<file path="src/rtl/alu_sweep_sequencer.sv">
// alu_sweep_sequencer
//
// Steps the shared barrel-shifter/ALU datapath through all 16 combinations
// of the 2-bit shift amounts for operands A and B, under one ALU operation
// latched at start. After each select change the result is allowed to
// settle, then sampled. The block accumulates the sum of the samples and
// tracks the largest sample together with the index where it first appeared.
//
// Ports:
//   clk        system clock
//   rst        asynchronous, active-low reset
//   start      one-cycle request to begin a sweep (honoured only when idle)
//   abort      cancel a running sweep (ignored when idle)
//   step_en    pacing strobe; a new index is driven only when high
//   op_sel     ALU operation, latched at start
//   shift_mode shifter modes {B,A}, latched at start
//   alu_res    combinational ALU result for the current selects
//   sel_a      shift amount for shifter A  = {idx[2], idx[0]}
//   sel_b      shift amount for shifter B  = {idx[3], idx[1]}
//   alu_op     latched op_sel
//   bs_mode    latched shift_mode
//   idx        current sweep index 0..15
//   capture    one-cycle pulse in the cycle whose closing edge samples alu_res
//   busy       high from the cycle after an accepted start until completion
//   done       one-cycle pulse on normal completion
//   acc        sum of captured results
//   max_res    largest captured result
//   max_idx    index at which max_res was first captured
module alu_sweep_sequencer #(
    parameter int SETTLE = 2,
    parameter int RES_W  = 8
) (
    input  logic             clk,
    input  logic             rst,
    input  logic             start,
    input  logic             abort,
    input  logic             step_en,
    input  logic [1:0]       op_sel,
    input  logic [1:0]       shift_mode,
    input  logic [RES_W-1:0] alu_res,
    output logic [1:0]       sel_a,
    output logic [1:0]       sel_b,
    output logic [1:0]       alu_op,
    output logic [1:0]       bs_mode,
    output logic [3:0]       idx,
    output logic             capture,
    output logic             busy,
    output logic             done,
    output logic [11:0]      acc,
    output logic [RES_W-1:0] max_res,
    output logic [3:0]       max_idx
);

    typedef enum logic [2:0] {
        ST_IDLE,
        ST_DRIVE,
        ST_SETTLE,
        ST_CAPTURE,
        ST_DONE
    } state_t;

    state_t           state_reg;
    logic [3:0]       cnt_reg;
    logic [3:0]       idx_reg;
    logic [1:0]       sel_a_reg;
    logic [1:0]       sel_b_reg;
    logic [1:0]       alu_op_reg;
    logic [1:0]       bs_mode_reg;
    logic             capture_reg;
    logic             busy_reg;
    logic             done_reg;
    logic [11:0]      acc_reg;
    logic [RES_W-1:0] max_res_reg;
    logic [3:0]       max_idx_reg;

    logic [3:0]       idx_next;

    assign idx_next = idx_reg + 4'd1;

    always_ff @(posedge clk or negedge rst) begin
        if (!rst) begin
            state_reg   <= ST_IDLE;
            cnt_reg     <= 4'd0;
            idx_reg     <= 4'd0;
            sel_a_reg   <= 2'd0;
            sel_b_reg   <= 2'd0;
            alu_op_reg  <= 2'd0;
            bs_mode_reg <= 2'd0;
            capture_reg <= 1'b0;
            busy_reg    <= 1'b0;
            done_reg    <= 1'b0;
            acc_reg     <= 12'd0;
            max_res_reg <= '0;
            max_idx_reg <= 4'd0;
        end else begin
            // Pulses default low; they are raised only on the transition
            // into the state they mark, so they align with that state.
            capture_reg <= 1'b0;
            done_reg    <= 1'b0;

            if (state_reg == ST_IDLE) begin
                // start beats abort here simply because abort is not looked at.
                if (start) begin
                    alu_op_reg  <= op_sel;
                    bs_mode_reg <= shift_mode;
                    idx_reg     <= 4'd0;
                    sel_a_reg   <= 2'd0;
                    sel_b_reg   <= 2'd0;
                    acc_reg     <= 12'd0;
                    max_res_reg <= '0;
                    max_idx_reg <= 4'd0;
                    busy_reg    <= 1'b1;
                    state_reg   <= ST_DRIVE;
                end
            end else if (abort) begin
                // Abort takes priority over everything, including the
                // accumulate of a CAPTURE cycle; partial results are kept.
                busy_reg  <= 1'b0;
                state_reg <= ST_IDLE;
            end else begin
                case (state_reg)
                    ST_DRIVE: begin
                        if (step_en) begin
                            // Counter runs SETTLE-1 .. 0, giving SETTLE cycles.
                            cnt_reg   <= 4'(SETTLE - 1);
                            state_reg <= ST_SETTLE;
                        end
                    end
                    ST_SETTLE: begin
                        if (cnt_reg == 4'd0) begin
                            capture_reg <= 1'b1;
                            state_reg   <= ST_CAPTURE;
                        end else begin
                            cnt_reg <= cnt_reg - 4'd1;
                        end
                    end
                    ST_CAPTURE: begin
                        acc_reg <= acc_reg + 12'(alu_res);
                        // Strictly greater: ties keep the earliest index.
                        if (alu_res > max_res_reg) begin
                            max_res_reg <= alu_res;
                            max_idx_reg <= idx_reg;
                        end
                        if (idx_reg == 4'd15) begin
                            done_reg  <= 1'b1;
                            busy_reg  <= 1'b0;
                            state_reg <= ST_DONE;
                        end else begin
                            idx_reg   <= idx_next;
                            // Interleaved mapping: A takes the even bits,
                            // B the odd bits of the index.
                            sel_a_reg <= {idx_next[2], idx_next[0]};
                            sel_b_reg <= {idx_next[3], idx_next[1]};
                            state_reg <= ST_DRIVE;
                        end
                    end
                    ST_DONE: begin
                        state_reg <= ST_IDLE;
                    end
                    default: begin
                        state_reg <= ST_IDLE;
                    end
                endcase
            end
        end
    end

    assign sel_a   = sel_a_reg;
    assign sel_b   = sel_b_reg;
    assign alu_op  = alu_op_reg;
    assign bs_mode = bs_mode_reg;
    assign idx     = idx_reg;
    assign capture = capture_reg;
    assign busy    = busy_reg;
    assign done    = done_reg;
    assign acc     = acc_reg;
    assign max_res = max_res_reg;
    assign max_idx = max_idx_reg;

endmodule

</file>
<file path="config.mk">
export PLATFORM = sky130hd
export DESIGN_NAME = alu_sweep_sequencer
export DESIGN_NICKNAME = d
export VERILOG_FILES = /design/src/rtl/alu_sweep_sequencer.sv
export SDC_FILE = /design/constraint.sdc
export NUM_CORES = 1
export LEC_CHECK = 0
export ABC_AREA = 1
export CAP_MARGIN = 40
export CORE_MARGIN = 2
export CORE_UTILIZATION = 40
export DETAILED_ROUTE_END_ITERATION = 10
export HOLD_SLACK_MARGIN = 0.15
export PLACE_DENSITY = 0.68
export SLEW_MARGIN = 5
export SYNTH_ARGS = -nofsm -noshare
export SYNTH_HDL_FRONTEND = slang
export SYNTH_SLANG_ARGS = --single-unit
</file>
<file path="constraint.sdc">
create_clock -name clk -period 1.7 [get_ports clk]
set_input_delay 0.17 -clock clk [delete_from_list [all_inputs] [get_ports clk]]
set_output_delay 0.17 -clock clk [all_outputs]
set_load 0.02 [all_outputs]
</file>
-- Yosys cells after proc, flatten, opt, wreduce, memory -nomap -nowiden
Index checks and enable logic that the tools add are counted.
W data, S select, Z words.
- output and inout bits: 39
- word-level logic and storage cells: 94
- flip-flop bits (word level): 46
- input bits: 17
- $add $sub $neg: 3
- multiplexer cells: 50
- bitwise logic cells: 2
- $lt $le $gt $ge: 1
- reductions and logical operators: 14
- equality and inequality tests: 11
- operator list (operator ; number):
    $mux W12 ; 4
    $mux W4 ; 11
    $mux W8 ; 5
    $mux W2 ; 9
    $mux W3 ; 6
    $mux W1 ; 13
    $add A12 B8 Y12 ; 1
    $pmux W3 S3 ; 1
    $reduce_and A3 Y1 ; 3
    $gt A8 B8 Y1 ; 1
    $ne A2 B2 Y1 const B ; 4
    $ne A4 B4 Y1 const B ; 2
    $pmux W4 S2 ; 1
    $reduce_and A4 Y1 ; 2
    $eq A3 B2 Y1 const B ; 2
    $reduce_bool A2 Y1 ; 3
    $reduce_bool A3 Y1 ; 2
    $reduce_and A5 Y1 ; 1
    $add A4 B1 Y4 const B ; 1
    $eq A4 B4 Y1 const B ; 1
    $logic_not A4 Y1 ; 1
    $sub A4 B1 Y4 const B ; 1
    $eq A3 B1 Y1 const B ; 1
    $logic_not A3 Y1 ; 1
    3 further kinds ; 4

-- Depth between registers and ports, before layout
Gate-level depths: netlist of run 1.
- depth after elaboration: 5
- depth in mapped cells: 12
- mapped depth without buffers: 11

-- Least setup slack after synthesis of run 1
No wires, ideal clock.
- path type: register to register
- start: register acc_reg[0] (netlist: acc[0])
- end: register acc_reg[8] (netlist: acc[8])
- buffers on the path: 0
- required time: 1.580 ns
- data arrival time: 1.664 ns
- setup slack: -0.083 ns
- cell stages (with the launch flop): 11
- period minus slack after synthesis: 1.783 ns
- cells stage by stage: dfrtp_1 > ha_1 > inv_1 > fa_1 > nand3b_1 > nand2_1 > nand2_1 > nand3_1 > nand3_1 > nand2_1 > nor2_1
- word-level cells in the longest chain between the ends: 4
- RTL lines (what ; line ; text):
    start: declaration ; 72 ; logic [11:0] acc_reg;
    start signal: assignment ; 138 ; acc_reg <= acc_reg + 12'(alu_res);
    $add A12 B8 Y12 ; 138 ;
    $mux W12 ; 121 ; case (state_reg)
    $mux W12 ; 115 ; end else if (abort) begin
    $mux W12 ; 101 ; if (state_reg == ST_IDLE) begin
No other way between the ends. The select of a mux whose other input is x is not followed.
A chain may end at the register's enable or synchronous reset.

-- Worst setup path after layout of run 1
- start: register acc_reg[0] (netlist: acc[0])
- end: register acc_reg[6] (netlist: acc[6])
Same word-level chain as after synthesis.

==> results.json, run 1 <==
{
  "worst_slew_pin_slew_ps": 508,
  "fin_nets": 443,
  "drt_iter0_markers": 92,
  "startpoint_type": "flop",
  "synthDistinctLibCells": 33,
  "synth.most_common_cell": "nand2_1",
  "hold_ws_ps": 340,
  "die_area_mm2": 0.00713,
  "crit_type": "reg2reg",
  "wl_per_cell_um": 13.1,
  "netlist_area_mm2": 0.00259,
  "synth.top_cells.by_count": "93 x nand2_1, 42 x dfrtp_1, 36 x inv_1",
  "power_density_mw_per_mm2": 1430,
  "yosysSeqAreaShare_pct": 40.6,
  "slew_viol_final": 0,
  "r2r_start": "acc[0]$_DFFE_PN0P_",
  "ios": 56,
  "final_cell_area_mm2": 0.00372,
  "rsz0062_at_grt": "true",
  "hold_viol_final": 0,
  "setup_viol": 0,
  "crit_chain": "ha_4, inv_2, fa_2, nand3b_1, nand2_2, inv_2, o21bai_1, nand2_1, nand3_1, nand2_1",
  "largest_reg_flops": 12,
  "dr.pass1.iters": 4,
  "routed_wirelength_mm": 6.32,
  "grt_pass1_wl_mm": 10.2,
  "drc": 0,
  "finalCritPeriodShare_pct": 96.5,
  "hpwl_mm": 4.61,
  "yosysWarnings": 0,
  "yosysTopAreaCell": "dfrtp_1",
  "grt_overflow": 0,
  "placed_cell_area_mm2": 0.00340,
  "syn_nets": 359,
  "path_max_fanout": 4,
  "fillers": 567,
  "start_util_pct": 41.0,
  "worstPathArrival_ps": 1850,
  "cts-buffers-inserted": 5,
  "r2r_slack_ps": 60,
  "gr-usage-met2_pct": 28.7,
  "slew_headroom_pct": 66.2,
  "cts_tree": "done",
  "grt_max_degree": 23,
  "core_area_mm2": 0.00631,
  "synth_flop_cell": "dfrtp_1",
  "gr-max-usage-layer": "met2",
  "antenna_found_initial": 0,
  "htree_levels": 2,
  "rows": 29,
  "antenna_cells": 0,
  "hp-class": "in2async",
  "vdd.ir_drop.worst_mv": 0.788,
  "status": "finished clean",
  "num_vias": 2394,
  "r2r_end": "acc[6]$_DFFE_PN0P_",
  "place.port_buffers": 55,
  "synth-edff-count": 0,
  "via_per_inst": 4.95,
  "crit_path_top_delay_cell": "dfrtp_2",
  "clockBufferDepth": 2,
  "clkLatencyLatePin_ps": 320,
  "postRouteAntennaNets": 0,
  "grt_pass1_vias": 2185,
  "yosys-top-cells-area": "dfrtp_1 41%, nand2_1 13%, ha_1 9.2%",
  "drive_gt1_share_pct": 22.6,
  "clock-sinks": 42,
  "synthCells": 322,
  "area.growth.synth_to_final_pct": 43.5,
  "die_h_um": 84.5,
  "gr-usage-all-layers_pct": 17.8,
  "use_met1_pct": 23.9,
  "routabilityCongestion": 0.870,
  "async_flop_share_pct": 100,
  "period_minus_slack_ps": 1640,
  "fmax_ghz": 0.610,
  "static-leakage-power_nw": 1.82,
  "worst_setup_path_end_kind": "flop",
  "root_buffer": "clkbuf_8",
  "max_stage_delay_ps": 390,
  "maxCapViolCount": 0,
  "clkTransAtPathRegs_ps": 100,
  "synth_area_per_cell_um2": 8.04,
  "ys_seq_elements": 42,
  "synth_top_cell_area_share_pct": 40.6,
  "skew_ps": 11.6,
  "required_ps": 1910,
  "tns_ps": 0,
  "r2r_cells": 10,
  "use_met3_pct": 4.03,
  "chipWidth_um": 84.5
}
cells in the final DEF, fill, tap and decap left out, types with 5 or more instances in the layout:
cell | netlist | layout
inv_2 | 3 | 10
clkdlybuf4s50_1 | 0 | 51
ha_4 | 0 | 8
nand3_2 | 10 | 14
dfrtp_1 | 42 | 41
nand2_1 | 93 | 86
nor2_1 | 25 | 24
clkbuf_8 | 0 | 5
o21ai_0 | 10 | 10
inv_1 | 36 | 28
buf_4 | 4 | 25
nand4_1 | 14 | 14
nand2_2 | 2 | 7
nand3_1 | 17 | 12
ha_1 | 19 | 11
a21oi_1 | 14 | 14
cells by family after synthesis:
group                      share of synthesized area, %
DFF                                                40.6
xor gates and xnor gates                           1.01
buffers and inverters                              8.31
and+or+nand+nor                                    32.3
adders and majority gates                          9.95
AOI/OAI and AO/OA                                  7.83
critical path, delay by kind of cell (launching register included):
family | cells | cell delay [ps]
flip-flops | 1 | 390
AO/OA/AOI/OAI | 1 | 110
adder cells (fa/ha/maj) | 2 | 460
buffers and inverters | 2 | 70
AND/OR/NAND/NOR | 5 | 500
repair_timing:
action | CTS | global route
setup endpoints to repair | 3 | 18
endpoints found under the hold margin | 20 | 0
hold buffers | 1 | 0
pin swaps | 0 | 14
resized for setup | 2 | 36
buffers inserted | 0 | 7
layout make-up:
type | instances | area, µm² | area share (%)
clock buffer | 5 | 68.8 | 1.85
clock inverter | 3 | 21.3 | 0.572
inverter | 39 | 149 | 4.01
multi-input combinational | 231 | 1490 | 40.1
sequential | 42 | 1050 | 28.3
tap | 77 | 96.3 | 2.59
timing repair buffer | 87 | 841 | 22.6
worst max path at each step:
stage	end	startpoint	slack, ps	cells after the start
floorplan	acc[6]$_DFFE_PN0P_	acc[0]$_DFFE_PN0P_	20	10
global placement	acc[6]$_DFFE_PN0P_	alu_res[0]	-390	11
detailed placement	acc[6]$_DFFE_PN0P_	alu_res[0]	-430	11
CTS	acc[6]$_DFFE_PN0P_	acc[0]$_DFFE_PN0P_	10	10
global route	max_res[3]$_DFFE_PN0P_	max_res[3]$_DFFE_PN0P_	-50	12
finish	acc[6]$_DFFE_PN0P_	acc[0]$_DFFE_PN0P_	60	10
power by group:
part / internal, W / switching [W] / total, W
clock: 0.000289 / 0.000403 / 0.000692
sequential: 0.00128 / 0.000225 / 0.00151
combinational: 0.00141 / 0.00170 / 0.00311
routing by layer:
layer / up-vias / wire length, µm
met5: - / 0
met4: 0 / 87
met3: 7 / 289
met2: 51 / 3010
met1: 1113 / 2940
li1: 1223 / -
through the flow:
stage | total power [W] | util (%) | instances | setup slack (ps)
after global routing | 0.00573 | 58.9 | 484 | -53.1
after floorplan | 0.00320 | - | 322 | 17.7
after detailed placement | 0.00434 | 53.8 | 468 | -429
after global placement | 0.00428 | 53.8 | 468 | -389
after CTS | 0.00503 | 55.4 | 477 | 13.7
final | 0.00531 | 58.9 | 484 | 59.5
Power figures use the tool's default switching activity.
==> run 2, diff against run 1 <==
--- a/config.mk
+++ b/config.mk
@@ -9,6 +9,8 @@
 export CAP_MARGIN = 40
 export CORE_MARGIN = 2
 export CORE_UTILIZATION = 40
+export CTS_BUF_LIST = sky130_fd_sc_hd__clkbuf_8
+export CTS_CLUSTER_SIZE = 40
 export DETAILED_ROUTE_END_ITERATION = 10
 export HOLD_SLACK_MARGIN = 0.15
 export PLACE_DENSITY = 0.68
==> results of run 2 <==
Same layout as run 1: the final DEF is identical, and so are final timing and power.
